==> src/rtl/fir_pkg.sv <==
// Shared types and defaults for the FIR tap loader slice.
// Optional build macro: FIR_PRIME_ZERO_EN (start in RUN with a zero-filled window).
package fir_pkg;

  localparam int ORDER_DEF      = 8;
  localparam int DATA_WIDTH_DEF = 13;
  localparam int COEF_AW        = $clog2(ORDER_DEF + 1);

  typedef enum logic [1:0] {
    CFG   = 2'd0,
    PRIME = 2'd1,
    RUN   = 2'd2,
    DRAIN = 2'd3
  } fir_state_e;

  typedef logic signed [DATA_WIDTH_DEF-1:0] fir_sample_t;

  // Width needed to count 0..order+1.
  function automatic int fir_cnt_width(input int order);
    return $clog2(order + 2);
  endfunction

endpackage

==> src/rtl/fir_coef_bank.sv <==
// Double-buffered coefficient store: shadow bank written by address,
// copied to the active bank on commit with same-cycle write-through.
module fir_coef_bank
  import fir_pkg::*;
#(
  parameter int ORDER      = ORDER_DEF,
  parameter int DATA_WIDTH = DATA_WIDTH_DEF,
  parameter int AW         = $clog2(ORDER + 1)
) (
  input  logic                         CLK,
  input  logic                         RST_n,
  input  logic                         we,
  input  logic [AW-1:0]                addr,
  input  logic signed [DATA_WIDTH-1:0] data,
  input  logic                         commit,
  output logic signed [DATA_WIDTH-1:0] h [0:ORDER]
);

  logic signed [DATA_WIDTH-1:0] shadow     [0:ORDER];
  logic signed [DATA_WIDTH-1:0] shadow_nxt [0:ORDER];
  logic                         addr_ok;

  assign addr_ok = (int'(addr) <= ORDER);

  // The commit copies shadow_nxt so a write in the commit cycle lands in H.
  always_comb begin
    for (int i = 0; i <= ORDER; i++) begin
      shadow_nxt[i] = shadow[i];
      if (we && addr_ok && (addr == AW'(i))) begin
        shadow_nxt[i] = data;
      end
    end
  end

  always_ff @(posedge CLK or negedge RST_n) begin
    if (!RST_n) begin
      for (int i = 0; i <= ORDER; i++) begin
        shadow[i] <= '0;
        h[i]      <= '0;
      end
    end else begin
      shadow <= shadow_nxt;
      if (commit) begin
        h <= shadow_nxt;
      end
    end
  end

endmodule

==> src/rtl/fir_tap_loader.sv <==
// Sample-window feeder for the FIR MAC: shift register, prime/drain FSM
// and coefficient bank. Build macro FIR_PRIME_ZERO_EN skips the PRIME fill.
//
// Handshake: a sample transfers on a rising CLK edge when DIN_VALID && DIN_READY;
// DIN_READY is combinational and never depends on DIN_VALID.
module fir_tap_loader
  import fir_pkg::*;
#(
  parameter int ORDER      = ORDER_DEF,
  parameter int DATA_WIDTH = DATA_WIDTH_DEF
) (
  input  logic                           CLK,
  input  logic                           RST_n,
  input  logic signed [DATA_WIDTH-1:0]   DIN,
  input  logic                           DIN_VALID,
  output logic                           DIN_READY,
  input  logic                           COEF_WE,
  input  logic [$clog2(ORDER+1)-1:0]     COEF_ADDR,
  input  logic signed [DATA_WIDTH-1:0]   COEF_DATA,
  input  logic                           COEF_COMMIT,
  input  logic                           FLUSH,
  output logic signed [DATA_WIDTH-1:0]   TP_W [0:ORDER],
  output logic signed [DATA_WIDTH-1:0]   H    [0:ORDER],
  output logic                           WIN_VALID,
  output fir_state_e                     STATE_DBG
);

  localparam int AW    = $clog2(ORDER + 1);
  localparam int CNT_W = fir_cnt_width(ORDER);

  fir_state_e                   state, state_nxt;
  logic [CNT_W-1:0]             fill_cnt;
  logic [CNT_W-1:0]             drain_cnt;
  logic signed [DATA_WIDTH-1:0] tp [0:ORDER];

  logic accept;
  logic din_ready;
  logic shift_en;
  logic shift_zero;
  logic clear_win;
  logic clear_fill;
  logic win_set;
  logic commit_en;
  logic fill_last;
  logic drain_busy;

  assign fill_last  = (fill_cnt == CNT_W'(ORDER));
  assign drain_busy = (drain_cnt < CNT_W'(ORDER));
  assign accept     = DIN_VALID && din_ready;

  // State register
  always_ff @(posedge CLK or negedge RST_n) begin
    if (!RST_n) begin
      state <= CFG;
    end else begin
      state <= state_nxt;
    end
  end

  // Next-state logic
  always_comb begin
    state_nxt = state;
    case (state)
      CFG: begin
        if (COEF_COMMIT) begin
`ifdef FIR_PRIME_ZERO_EN
          state_nxt = RUN;
`else
          state_nxt = PRIME;
`endif
        end
      end
      PRIME: begin
        if (accept && fill_last) begin
          state_nxt = RUN;
        end
      end
      RUN: begin
        if (FLUSH) begin
          state_nxt = DRAIN;
        end
      end
      DRAIN: begin
        if (!drain_busy) begin
`ifdef FIR_PRIME_ZERO_EN
          state_nxt = RUN;
`else
          state_nxt = PRIME;
`endif
        end
      end
      default: state_nxt = CFG;
    endcase
  end

  // Output / control decode
  always_comb begin
    din_ready  = 1'b0;
    shift_en   = 1'b0;
    shift_zero = 1'b0;
    clear_win  = 1'b0;
    clear_fill = 1'b0;
    win_set    = 1'b0;
    commit_en  = 1'b0;
    case (state)
      CFG: begin
        commit_en = COEF_COMMIT;
      end
      PRIME: begin
        din_ready  = !COEF_COMMIT && !FLUSH;
        commit_en  = COEF_COMMIT;
        clear_win  = FLUSH;
        clear_fill = FLUSH;
        shift_en   = DIN_VALID && din_ready;
        win_set    = DIN_VALID && din_ready && fill_last;
      end
      RUN: begin
        din_ready = !COEF_COMMIT && !FLUSH;
        commit_en = COEF_COMMIT;
        shift_en  = DIN_VALID && din_ready;
        win_set   = DIN_VALID && din_ready;
      end
      DRAIN: begin
        // ORDER zero-shift cycles, then one cycle that clears the window
        // after the last drained window has been presented.
        if (drain_busy) begin
          shift_en   = 1'b1;
          shift_zero = 1'b1;
          win_set    = 1'b1;
        end else begin
          clear_win  = 1'b1;
          clear_fill = 1'b1;
        end
      end
      default: ;
    endcase
  end

  always_ff @(posedge CLK or negedge RST_n) begin
    if (!RST_n) begin
      fill_cnt  <= '0;
      drain_cnt <= '0;
      WIN_VALID <= 1'b0;
    end else begin
      WIN_VALID <= win_set;
      if (clear_fill) begin
        fill_cnt <= '0;
      end else if (state == PRIME && accept) begin
        fill_cnt <= fill_cnt + 1'b1;
      end
      if (state == DRAIN) begin
        drain_cnt <= drain_cnt + 1'b1;
      end else begin
        drain_cnt <= '0;
      end
    end
  end

  // Tap shift register; tp[0] holds the newest sample.
  always_ff @(posedge CLK or negedge RST_n) begin
    if (!RST_n) begin
      for (int i = 0; i <= ORDER; i++) begin
        tp[i] <= '0;
      end
    end else if (clear_win) begin
      for (int i = 0; i <= ORDER; i++) begin
        tp[i] <= '0;
      end
    end else if (shift_en) begin
      tp[0] <= shift_zero ? '0 : DIN;
      for (int i = 1; i <= ORDER; i++) begin
        tp[i] <= tp[i-1];
      end
    end
  end

  fir_coef_bank #(
    .ORDER      (ORDER),
    .DATA_WIDTH (DATA_WIDTH),
    .AW         (AW)
  ) u_coef_bank (
    .CLK    (CLK),
    .RST_n  (RST_n),
    .we     (COEF_WE),
    .addr   (COEF_ADDR),
    .data   (COEF_DATA),
    .commit (commit_en),
    .h      (H)
  );

  assign TP_W      = tp;
  assign DIN_READY = din_ready;
  assign STATE_DBG = state;

endmodule
==> config.mk <==
export PLATFORM = sky130hd
export DESIGN_NAME = fir_tap_loader
export DESIGN_NICKNAME = d
export VERILOG_FILES = /design/src/rtl/fir_pkg.sv /design/src/rtl/fir_coef_bank.sv /design/src/rtl/fir_tap_loader.sv
export SDC_FILE = /design/constraint.sdc
export NUM_CORES = 1
export LEC_CHECK = 0
export CAP_MARGIN = 20
export CORE_ASPECT_RATIO = 1.75
export CORE_MARGIN = 4
export CORE_UTILIZATION = 56
export DETAILED_ROUTE_END_ITERATION = 10
export PLACE_DENSITY = 0.85
export SLEW_MARGIN = 20
export SYNTH_ARGS = -nofsm -noshare
export SYNTH_HDL_FRONTEND = slang
export SYNTH_HIERARCHICAL = 1
export SYNTH_SLANG_ARGS = --single-unit
==> constraint.sdc <==
create_clock -name CLK -period 5.2 [get_ports CLK]
set_input_delay 1.56 -clock CLK [delete_from_list [all_inputs] [get_ports CLK]]
set_output_delay 1.56 -clock CLK [all_outputs]
set_load 0.02 [all_outputs]
==> out/metrics.cfg <==
[status]
outcome = finished, final reports clean

[global_route]
grtUsageTotal = 0.296
grt_start_max_net_pins = 124
antenna_found_initial = 0
grt.overflow.total = 0
grt_pass1_wl_mm = 67.4
grt_pass1_vias = 12538

[drt]
antenna_left = 0
vias = 12318
wirelength_mm = 43.5
viasPerCell = 6.08
wl_per_cell_um = 21.5
drt_pass1_iterations = 6
drcViolationCount = 0
first_iter_violations = 1368

[layout]
final_cell_count_no_fill = 2025
diodes = 0
final_common_cell = dfrtp_1
final_cell_mix = dfrtp_1 (362), nand2_1 (273), clkdlybuf4s50_1 (272)
nNetsFinal = 1726
syn_to_final_growth_pct = 26.7
final_layout_size_suffix_gt1_frac = 0.0886
utilization = 0.718

[clock_tree]
cts_tree = yes
cts_buffers = 34
htreeDepth = 2
cts.sinks = 362
insertion_delay_ns = 0.53
clk_pin_slew_ns = 0.06
clockBufferDepth = 3
cts_resized = 0
cts_root_buffer = clkbuf_16
ctsHoldBuffers = 0
cts_setup_buffers = 0

[sta]
finalSetupTns_ns = 0
tightestPinTransition_ns = 1.19
max-slew-margin-rel = 0.208
hold_ws_ns = 0.478
fmax_mhz = 220
period_needed_ns = 4.54
period_share = 0.872
finalHoldViolCount = 0
rsz0062_at_grt = false
finalSetupViolations = 0
slew_viol_final = 0
clock_skew_ns = 0.0264

[power]
power_leakage_nw = 8.19
power_density_nw_per_um2 = 605
p_total_mw = 11.3
ir_drop_mv = 0.462

[floorplanning]
start_util = 0.567
placementRows = 78
io_pins = 274
chipHeight_um = 222
die_w_um = 131
die-area_um2 = 29000
core_um2 = 26000

[synthesis]
synth_fa_ha_area_frac = 0.00765
synth-xor-area-share = 0.00298
ys.flop_type = dfrtp_1
synth_cells = 1473
synth_seq_cells = 362
seq_area_frac_synth = 0.615
synthMuxAreaShare = 0.000680
synth_top_family_by_area = simple AND/OR/NAND/NOR gates
synth_compound_area_frac = 0.149
ys_async_sr_fraction = 1.00
syn_avg_cell_area_um2 = 9.99
synth_cell_types = 43
synth.top_cell.area_share = 0.615
synth_area_leader_cell = dfrtp_1
ys_warn_count = 6
syn_nets = 1518
synth_edf_count = 0
netlist_area_um2 = 14700
synth-simple-area-share = 0.176
synth.area.top_cells = dfrtp_1 (62%), nand2_1 (7.0%), a31oi_1 (5.0%)

[placement]
portBuffers = 273
gp_congestion = 0.864
place_inst = 1965
dp_hpwl_mm = 28.5

[worst_setup_path]
rrSetupSlack_ns = 2.61
critPathMaxFanout = 7
crit_path_end = DIN_READY
cpMostUsedCell = clkdlybuf4s50_1
r2r_end = TP_W[26]
arrival_ns = 2.98
cp_data_required_time_ns = 3.64
cp-start-kind = input pin
r2r-start = STATE_DBG[0]
r2r_cells = 7
startpoint = FLUSH
max_stage_delay_ns = 0.63
crit_path_cell_trace = clkdlybuf4s50_1 -> nor3b_1 -> clkdlybuf4s50_1
end_kind = primary output
crit_path_top_delay_cell = clkdlybuf4s50_1
critPathKind = input pin to primary output

[min_path]
hold_path.class = flip-flop to flip-flop
min_delay_path_depth = 1

[job]
drv_cap = 0

## layer usage
metal	wire length (um)	vias up	track usage	share of wire
li1	-	5488	-	-
met1	15100	6056	0.342	0.35
met2	22200	633	0.501	0.51
met3	3890	141	0.0784	0.089
met4	2360	0	0.148	0.054
met5	0	-	0	0
## area by class of cell
type | instances | area (um^2)
flip-flops and latches | 362 | 9060
fillers | 1788 | 7310
multi-input cells | 972 | 4990
repair buffers | 303 | 3080
clock buffers | 48 | 973
well taps | 320 | 400
clock inverters | 12 | 119
inverters | 8 | 30.0
## synthesized netlist by cell type (4+ instances only)
cell type / n
nand2_1: 273
dfrtp_1: 362
nand4_1: 28
o21ai_0: 101
clkbuf_1: 62
o21ai_1: 21
ha_1: 9
nor2b_1: 4
buf_4: 7
nor2_1: 123
o21ai_2: 50
buf_8: 5
buf_2: 44
a21oi_1: 69
inv_1: 8
a31oi_1: 118
buf_6: 7
nand3_1: 144
## cells by family (layout without fill, tap and decap cells)
kind of cell | after synthesis | after routing
AOI/OAI and AO/OA | 365 | 365
and+or+nand+nor | 592 | 592
buffers and inverters | 139 | 371
xor gates and xnor gates | 5 | 5
DFF | 362 | 362
adders and majority gates | 9 | 9
muxes | 1 | 1
## metrics by stage
step                      cell area (um^2)  setup slack (ns)
final                                18600             0.664
after global routing                 18600             0.576
after CTS                            18600             0.655
after detailed placement             17600             0.669
after global placement               17500             0.660
after floorplan                      14700              1.55
## how the worst min path moves through the flow
stage	start	endpoint	slack [ns]
6_report	drain_cnt[0]	drain_cnt[0]	0.48
2_1_floorplan	drain_cnt[0]	drain_cnt[0]	0.43
3_5_place_dp	drain_cnt[0]	drain_cnt[0]	0.47
5_1_grt	u_coef_bank/shadow[56]	u_coef_bank/shadow[56]	0.50
4_1_cts	u_coef_bank/shadow[51]	u_coef_bank/shadow[51]	0.48
3_3_place_gp	drain_cnt[0]	drain_cnt[0]	0.45
## power by group
part	internal [mW]	switching (mW)	total, mW
clock network	1.37	1.07	2.44
logic	1.84	2.67	4.51
registers	3.69	0.621	4.32
total	6.91	4.36	11.3
## critical path, delay by kind of cell
kind,cells,cell delay (ns)
buffers and inverters,2,1.17
and+or+nand+nor,1,0.24
## sequential cells by signal, summed over array words and instances, names as in the netlist
register,flops
u_coef_bank/h,117
fill_cnt,4
STATE_DBG,2
drain_cnt,4
TP_W,117
u_coef_bank/shadow,117
WIN_VALID,1
Note: power is estimated with default switching activity, not from simulation.
